## src/rtl/vga_timing_gen_if.sv

```systemverilog
// rtl/vga_timing_gen_if.sv - raster timing bundle between the VGA timing generator and its consumers
interface vga_timing_gen_if;
  logic        pix_en;
  logic        hsync;
  logic        vsync;
  logic [11:0] hdata;
  logic [11:0] vdata;
  logic        valid;
  logic        vblank_start;

  modport master (
    output pix_en, hsync, vsync, hdata, vdata, valid, vblank_start
  );

  modport slave (
    input pix_en, hsync, vsync, hdata, vdata, valid, vblank_start
  );
endinterface

```

## src/rtl/vga_timing_gen.sv

```systemverilog
// rtl/vga_timing_gen.sv - 640x480@60 VGA raster timing with pixel clock-enable
// Optional macro VGA_TIMING_PIPE_EN delays hsync/vsync/valid by one clk to align with vram read data.
module vga_timing_gen #(
  parameter int CLK_DIV     = 4,
  parameter int H_ACTIVE    = 640,
  parameter int H_FP        = 16,
  parameter int H_SYNC      = 96,
  parameter int H_BP        = 48,
  parameter int V_ACTIVE    = 480,
  parameter int V_FP        = 10,
  parameter int V_SYNC      = 2,
  parameter int V_BP        = 33,
  parameter bit SYNC_ACTIVE = 1'b0
) (
  input  logic             clk,
  input  logic             rst,
  vga_timing_gen_if.master vga
);

  localparam int H_TOTAL = H_ACTIVE + H_FP + H_SYNC + H_BP;
  localparam int V_TOTAL = V_ACTIVE + V_FP + V_SYNC + V_BP;
  localparam int DW      = (CLK_DIV > 1) ? $clog2(CLK_DIV) : 1;

  localparam logic [DW-1:0] DIV_LAST = DW'(CLK_DIV - 1);
  localparam logic [11:0] H_LAST     = 12'(H_TOTAL - 1);
  localparam logic [11:0] V_LAST     = 12'(V_TOTAL - 1);
  localparam logic [11:0] H_ACT      = 12'(H_ACTIVE);
  localparam logic [11:0] V_ACT      = 12'(V_ACTIVE);
  localparam logic [11:0] V_ACT_LAST = 12'(V_ACTIVE - 1);
  localparam logic [11:0] HS_START   = 12'(H_ACTIVE + H_FP);
  localparam logic [11:0] HS_END     = 12'(H_ACTIVE + H_FP + H_SYNC);
  localparam logic [11:0] VS_START   = 12'(V_ACTIVE + V_FP);
  localparam logic [11:0] VS_END     = 12'(V_ACTIVE + V_FP + V_SYNC);

  if (H_TOTAL > 4096 || V_TOTAL > 4096 || CLK_DIV < 1) begin : g_param_check
    $error("vga_timing_gen: illegal timing parameters");
  end

  logic [DW-1:0] div_cnt, div_nxt;
  logic [11:0]   h_cnt, v_cnt, h_nxt, v_nxt;
  logic          at_pix, pix_nxt;
  logic          valid_a, hsync_a, vsync_a, vblank_q;

  always_comb begin
    at_pix  = (div_cnt == DIV_LAST);
    div_nxt = at_pix ? '0 : div_cnt + 1'b1;
    pix_nxt = (div_nxt == DIV_LAST);
    h_nxt   = h_cnt;
    v_nxt   = v_cnt;
    if (at_pix) begin
      if (h_cnt == H_LAST) begin
        h_nxt = '0;
        v_nxt = (v_cnt == V_LAST) ? 12'd0 : v_cnt + 12'd1;
      end else begin
        h_nxt = h_cnt + 12'd1;
      end
    end
  end

  // Decodes are taken from the next counter values so they land in the same cycle as hdata/vdata.
  always_ff @(posedge clk) begin
    if (rst) begin
      div_cnt  <= '0;
      h_cnt    <= H_LAST;
      v_cnt    <= V_LAST;
      valid_a  <= 1'b0;
      hsync_a  <= ~SYNC_ACTIVE;
      vsync_a  <= ~SYNC_ACTIVE;
      vblank_q <= 1'b0;
    end else begin
      div_cnt  <= div_nxt;
      h_cnt    <= h_nxt;
      v_cnt    <= v_nxt;
      valid_a  <= (h_nxt < H_ACT) && (v_nxt < V_ACT);
      hsync_a  <= ((h_nxt >= HS_START) && (h_nxt < HS_END)) ? SYNC_ACTIVE : ~SYNC_ACTIVE;
      vsync_a  <= ((v_nxt >= VS_START) && (v_nxt < VS_END)) ? SYNC_ACTIVE : ~SYNC_ACTIVE;
      vblank_q <= pix_nxt && (h_nxt == H_LAST) && (v_nxt == V_ACT_LAST);
    end
  end

  assign vga.pix_en       = at_pix;
  assign vga.hdata        = h_cnt;
  assign vga.vdata        = v_cnt;
  assign vga.vblank_start = vblank_q;

`ifdef VGA_TIMING_PIPE_EN
  logic valid_p, hsync_p, vsync_p;

  always_ff @(posedge clk) begin
    if (rst) begin
      valid_p <= 1'b0;
      hsync_p <= ~SYNC_ACTIVE;
      vsync_p <= ~SYNC_ACTIVE;
    end else begin
      valid_p <= valid_a;
      hsync_p <= hsync_a;
      vsync_p <= vsync_a;
    end
  end

  assign vga.valid = valid_p;
  assign vga.hsync = hsync_p;
  assign vga.vsync = vsync_p;
`else
  assign vga.valid = valid_a;
  assign vga.hsync = hsync_a;
  assign vga.vsync = vsync_a;
`endif

endmodule
```

## src/flat_wrapper.sv

```systemverilog
// flat-port wrapper written by rule: the top's interface ports become plain ports
module vga_timing_gen_flat 
#(
  parameter int CLK_DIV     = 4,
  parameter int H_ACTIVE    = 640,
  parameter int H_FP        = 16,
  parameter int H_SYNC      = 96,
  parameter int H_BP        = 48,
  parameter int V_ACTIVE    = 480,
  parameter int V_FP        = 10,
  parameter int V_SYNC      = 2,
  parameter int V_BP        = 33,
  parameter bit SYNC_ACTIVE = 1'b0
)
  (clk, rst, vga_pix_en, vga_hsync, vga_vsync, vga_hdata, vga_vdata, vga_valid, vga_vblank_start);
  vga_timing_gen_if vga_i ();
  input  logic clk;
  input  logic rst;
  output wire logic [$bits(vga_i.pix_en)-1:0] vga_pix_en;
  output wire logic [$bits(vga_i.hsync)-1:0] vga_hsync;
  output wire logic [$bits(vga_i.vsync)-1:0] vga_vsync;
  output wire logic [$bits(vga_i.hdata)-1:0] vga_hdata;
  output wire logic [$bits(vga_i.vdata)-1:0] vga_vdata;
  output wire logic [$bits(vga_i.valid)-1:0] vga_valid;
  output wire logic [$bits(vga_i.vblank_start)-1:0] vga_vblank_start;
  assign vga_pix_en = vga_i.pix_en;
  assign vga_hsync = vga_i.hsync;
  assign vga_vsync = vga_i.vsync;
  assign vga_hdata = vga_i.hdata;
  assign vga_vdata = vga_i.vdata;
  assign vga_valid = vga_i.valid;
  assign vga_vblank_start = vga_i.vblank_start;
  vga_timing_gen #(.CLK_DIV(CLK_DIV), .H_ACTIVE(H_ACTIVE), .H_FP(H_FP), .H_SYNC(H_SYNC), .H_BP(H_BP), .V_ACTIVE(V_ACTIVE), .V_FP(V_FP), .V_SYNC(V_SYNC), .V_BP(V_BP), .SYNC_ACTIVE(SYNC_ACTIVE)) u_core (.clk(clk), .rst(rst), .vga(vga_i));
endmodule
```

## config.mk

```make
export PLATFORM = sky130hd
export DESIGN_NAME = vga_timing_gen_flat
export DESIGN_NICKNAME = d
export VERILOG_FILES = /design/src/rtl/vga_timing_gen_if.sv /design/src/rtl/vga_timing_gen.sv /design/src/flat_wrapper.sv
export SDC_FILE = /design/constraint.sdc
export NUM_CORES = 1
export LEC_CHECK = 0
export ABC_AREA = 1
export BUFFER_PORTS_ARGS = -buffer_cell sky130_fd_sc_hd__buf_2
export CAP_MARGIN = 10
export CORE_ASPECT_RATIO = 0.5
export CORE_MARGIN = 10
export CORE_UTILIZATION = 40
export CTS_BUF_LIST = sky130_fd_sc_hd__clkbuf_4
export DETAILED_ROUTE_END_ITERATION = 7
export GPL_TIMING_DRIVEN = 1
export SYNTH_ARGS = -nofsm -noshare
export SYNTH_HDL_FRONTEND = slang
export SYNTH_SLANG_ARGS = --single-unit
```

## constraint.sdc

```tcl
create_clock -name clk -period 1.85 [get_ports clk]
set_clock_uncertainty 0.05 [all_clocks]
set_input_delay 0.185 -clock clk [delete_from_list [all_inputs] [get_ports clk]]
set_output_delay 0.185 -clock clk [all_outputs]
set_load 0.03 [all_outputs]
```

After elaboration in Yosys (flattened, before gate mapping)
Index checks and enable logic that the tools add are counted.
W data, S select, Z words.
- register bits: 30
- bits of input ports: 2
- output and inout port bits: 29
- logic and storage cells: 35
- add/subtract/negate cells: 3
- magnitude comparators: 6
- equality and inequality tests: 6
- mux-type cells: 8
- reductions and logical operators: 5
- operators with widths (cell ; number):
    $mux W12 ; 5
    $eq A12 B10 Y1 const B ; 3
    $add A12 B1 Y12 const B ; 2
    $lt A12 B10 Y1 const B ; 2
    $lt A12 B9 Y1 const B ; 2
    $eq A12 B9 Y1 const B ; 1
    $ge A12 B10 Y1 const B ; 1
    $ge A12 B9 Y1 const B ; 1
    $logic_and A1 B1 Y1 ; 5
    $eq A2 B2 Y1 const B ; 2
    $add A2 B1 Y2 const B ; 1
    $mux W1 ; 2
    $mux W2 ; 1

Depth between registers and ports, before layout
- depth after elaboration: 7
- mapped depth: 15
- depth with buffers taken out: 14

Worst setup path before layout
No wires, ideal clock.
- path type: reg-to-reg
- start point: register u_core.div_cnt[0]
- end point: register u_core.vblank_q (netlist: u_core.vga.vblank_start)
- setup time: 0.064 ns
- arrival time: 1.840 ns
- data required time: 1.736 ns
- slack: -0.104 ns
- cell stages (with the launch flop): 15
- path buffers: 1
- period minus slack after synthesis: 1.954 ns
- cells stage by stage: dfxtp_1 ha_1 buf_4 nand2_1 nor2_2 nand2_1 nor2_2 nand3_1 nand2_2 nand2_1 inv_2 nand2_1 nor2_2 nand3_1 nor2_1
- cells in the longest elaborated chain, start to end: 5
- elaborated cells on any way between the ends: 10
- ends and longest elaborated chain (item ; RTL line ; RTL):
    start, declared ; vga_timing_gen.sv:39 ; logic [DW-1:0] div_cnt, div_nxt;
    start signal, assigned ; vga_timing_gen.sv:71 ; div_cnt <= div_nxt;
    $eq A2 B2 Y1 * ; vga_timing_gen.sv:45 ; at_pix = (div_cnt == DIV_LAST);
    named net vga_pix_en ; flat_wrapper.sv:19 ; output wire logic [$bits(vga_i.pix_en)-1:0] vga_pix_en;
    $mux W12 or $mux W2 (tied branches) ; vga_timing_gen.sv:50, vga_timing_gen.sv:46 ;
    $eq A12 B10 Y1 or $eq A2 B2 Y1 (tied branches) ; vga_timing_gen.sv:77, vga_timing_gen.sv:47 ;
    $logic_and A1 B1 Y1 ; vga_timing_gen.sv:77 ; vblank_q <= pix_nxt && (h_nxt == H_LAST) && (v_nxt == V_ACT_LAST);
    $logic_and A1 B1 Y1 * ; vga_timing_gen.sv:77 ;
    end signal, assigned ; vga_timing_gen.sv:77 ;
    end, declared ; vga_timing_gen.sv:42 ; logic valid_a, hsync_a, vsync_a, vblank_q;
Mark *: on every way through the listed nets, which the timed path passes. The rest lies on a longest branch.
A chain may end at the register's enable or synchronous reset.

Final worst setup path
- start point: register u_core.h_cnt[9] (netlist: u_core.vga.hdata[9])
- end point: register u_core.vblank_q (netlist: u_core.vga.vblank_start)
- cells in the longest elaborated chain, start to end: 6
- elaborated cells on any way between the ends: 10
- ends and longest elaborated chain (item ; RTL line ; RTL):
    start, declared ; vga_timing_gen.sv:40 ; logic [11:0] h_cnt, v_cnt, h_nxt, v_nxt;
    start signal, assigned ; vga_timing_gen.sv:72 ; h_cnt <= h_nxt;
    $add A12 B1 Y12 or $eq A12 B10 Y1 (tied branches) ; vga_timing_gen.sv:55, vga_timing_gen.sv:51 ;
    $mux W12 ; vga_timing_gen.sv:51 ; if (h_cnt == H_LAST) begin
    $mux W12 ; vga_timing_gen.sv:50 ; if (at_pix) begin
    $eq A12 B10 Y1 ; vga_timing_gen.sv:77 ;
    $logic_and A1 B1 Y1 ; vga_timing_gen.sv:77 ;
    $logic_and A1 B1 Y1 * ; vga_timing_gen.sv:77 ;
Every way passes the cells marked *; elsewhere a longest branch is shown, timed or not.

==> results.ini <==
[worst_setup_path]
worstPathArrival_ns = 2.03
critPathRequiredTime_ns = 2.07
r2r_end = u_core.vga.vblank_start
criticalPathCategory = reg -> reg
reg2reg_slack_ns = 0.04
endpoint_kind = flop
start_kind = flop
r2r-start = u_core.vga.hdata[9]
worstRegToRegCells = 13
cp_max_fo = 4

[grt]
grt_usage_pct = 14.2
grt_pass1_vias = 2083
grt_pass1_wl_um = 9850
grt_max_degree = 18
overflow = 0
antenna_found_initial = 0

[timing]
setup_viol = 0
tightest_slew_ns = 0.449
slew_violations = 0
slew_headroom_pct = 70.0
fmax_ghz = 0.552
period_needed_ns = 1.81
fin_setup_tns_ns = 0
hold_viol = 0
rsz0062_at_grt = true
fin_crit_sh_pct = 98.0

[cells_and_area]
area_delta_synth_final_pct = 35.6
fin_util_pct = 55.5
nets = 389
diodes = 0
drive_gt1_share_pct = 41.0

[power]
ir_drop_mv = 0.316
p_total_mw = 1.92
power.density_mw_per_mm2 = 710
p_leak_nw = 1.39

[die]
num_rows = 18
die_h_um = 69.9
dieArea_sq_mm = 0.00837
num_io_pins = 31
initial_core_util_pct = 40.9
die_w_um = 120
coreArea_sq_mm = 0.00486

[clock_tree]
postCtsHoldBufs = 0
cts_root_buffer = clkbuf_4
clock_latency_ns = 0.34
clock_sinks = 30
h-tree-depth = 2
path_clk_slew_ns = 0.10
clock_path_buffers = 2
cts_tree = yes
cts_buffers = 5

[logic_synthesis]
synthesis.area_sq_mm = 0.00199
ys.flop_type = dfxtp_1
ys_seq_area_share_pct = 30.2
syn_nets = 327
ys_seq_elements = 30
synth_cells = 320
synthDominantCellAreaShare_pct = 30.2
yosysMostFrequentCell = nand2_1
synth_top_area_cell = dfxtp_1
synth.avg_cell_area_sq_um = 6.22
synth_warnings = 0
synth_cell_types = 28
async_reset_ff_share_pct = 0
synth_common_cells = 95 x nand2_1, 50 x nor2_1, 40 x inv_1, 30 x dfxtp_1, 23 x nand3_1
synthTopCellsByArea = dfxtp_1 30%, nand2_1 18%, nor2_1 9.4%
synth_edf_count = 0

[drt]
dr_total_vias = 2201
drt_iter0_markers = 128
vias_per_cell = 4.86
wl_per_cell_um = 13.2
drt_first_pass_iters = 4
drc_errors = 0
drtAntennaViolNets = 0
totalWireLength_um = 5970

[worst_hold_path]
whs_endpoint = u_core.div_cnt[1]
hold_depth = 2
min_from = rst
hp-class = in -> reg

[place]
routabilityCongestion = 0.861
portBuffers = 30
place_hpwl_um = 4550

[job]
cap_viol_max_count = 0

[run_status]
status = finished clean

==> how the worst max path moves through the flow <==
stage | start | end | cells past startpoint
floorplan | u_core.div_cnt[0] | u_core.vga.vblank_start | 14
global placement | u_core.div_cnt[0] | u_core.vga.vblank_start | 13
detailed placement | u_core.div_cnt[0] | u_core.vga.vblank_start | 13
CTS | u_core.vga.hdata[0] | u_core.vga.valid | 12
global route | u_core.vga.hdata[1] | u_core.vga.vsync | 12
finish | u_core.vga.hdata[9] | u_core.vga.vblank_start | 13
==> layout make-up <==
| class | count | area (sq um) |
|---|---|---|
| multi-input cells | 238 | 1360 |
| clock inverters | 2 | 8.76 |
| repair buffers | 62 | 407 |
| well taps | 70 | 87.6 |
| fillers | 458 | 2160 |
| clock buffers | 6 | 45.0 |
| inverters | 45 | 171 |
| flip-flops and latches | 30 | 621 |
==> through the flow <==
stage | instances | worst slack (ns) | area, sq um | hold WS (ns)
after CTS | 447 | 0.000770 | 2480 | 0.186
after floorplan | 320 | -0.0000830 | 2000 | 0.387
final | 453 | 0.0371 | 2700 | 0.184
after detailed placement | 437 | -0.0485 | 2390 | 0.410
after global routing | 453 | -0.127 | 2700 | 0.192
after global placement | 437 | -0.0560 | 2390 | 0.398
==> report_power, final <==
| part | internal, mW | total, mW | switching (mW) |
|---|---|---|---|
| logic | 0.290 | 0.785 | 0.495 |
| clock network | 0.157 | 0.406 | 0.249 |
| registers | 0.686 | 0.726 | 0.0394 |
==> flip-flops by register name (all words and copies together), names as in the netlist <==
register	count
u_core.div_cnt	2
u_core.vga.hdata	12
u_core.vga.hsync	1
u_core.vga.valid	1
u_core.vga.vblank_start	1
u_core.vga.vdata	12
u_core.vga.vsync	1
==> worst max-delay path, stage by stage, from the launching register on <==
cell and delay [ns]:
dfxtp_2 0.39, nand2_4 0.08, inv_2 0.07, nand2_1 0.09, nor2_4 0.13, nand3_2 0.12
nor2_2 0.15, buf_4 0.12, nand2_1 0.06, nand2_2 0.08, nand3_1 0.09, nor2_1 0.12
nand3_1 0.10, nor2_1 0.10
==> layout by cell type (no fill, tap or decap), types with 11 or more instances in the layout <==
cell / count
nor2_2: 12
nand3_1: 17
nor2_4: 11
dfxtp_1: 14
inv_1: 35
nand2_1: 83
buf_2: 30
nand2_2: 16
dfxtp_2: 16
buf_4: 30
nor2_1: 42
==> logic make-up (layout without fill, tap and decap cells) <==
logic type | after synthesis | count (layout) | synth area share [%]
buffers and inverters | 52 | 115 | 10.6
flip-flops | 30 | 30 | 30.2
XOR/XNOR | 6 | 6 | 2.64
AND/OR/NAND/NOR | 210 | 210 | 48.6
adder cells (fa/ha/maj) | 5 | 5 | 3.14
AO/OA/AOI/OAI | 17 | 17 | 4.84
==> metal layers <==
| metal | share of wire, % | routed length, um | vias up | global-route usage, % |
|---|---|---|---|---|
| li1 | - | - | 1112 | - |
| met1 | 49 | 2910 | 1011 | 18.0 |
| met2 | 44 | 2620 | 66 | 22.8 |
| met3 | 5.8 | 347 | 12 | 3.77 |
| met4 | 1.4 | 83 | 0 | 4.79 |
| met5 | 0 | 0 | - | 0 |
==> repair_timing <==
action	in CTS	in global routing
buffers inserted	2	6
endpoints found under the setup margin	4	5
pin swaps	1	28
gates resized for setup	8	58
Power figures use the tool's default switching activity.
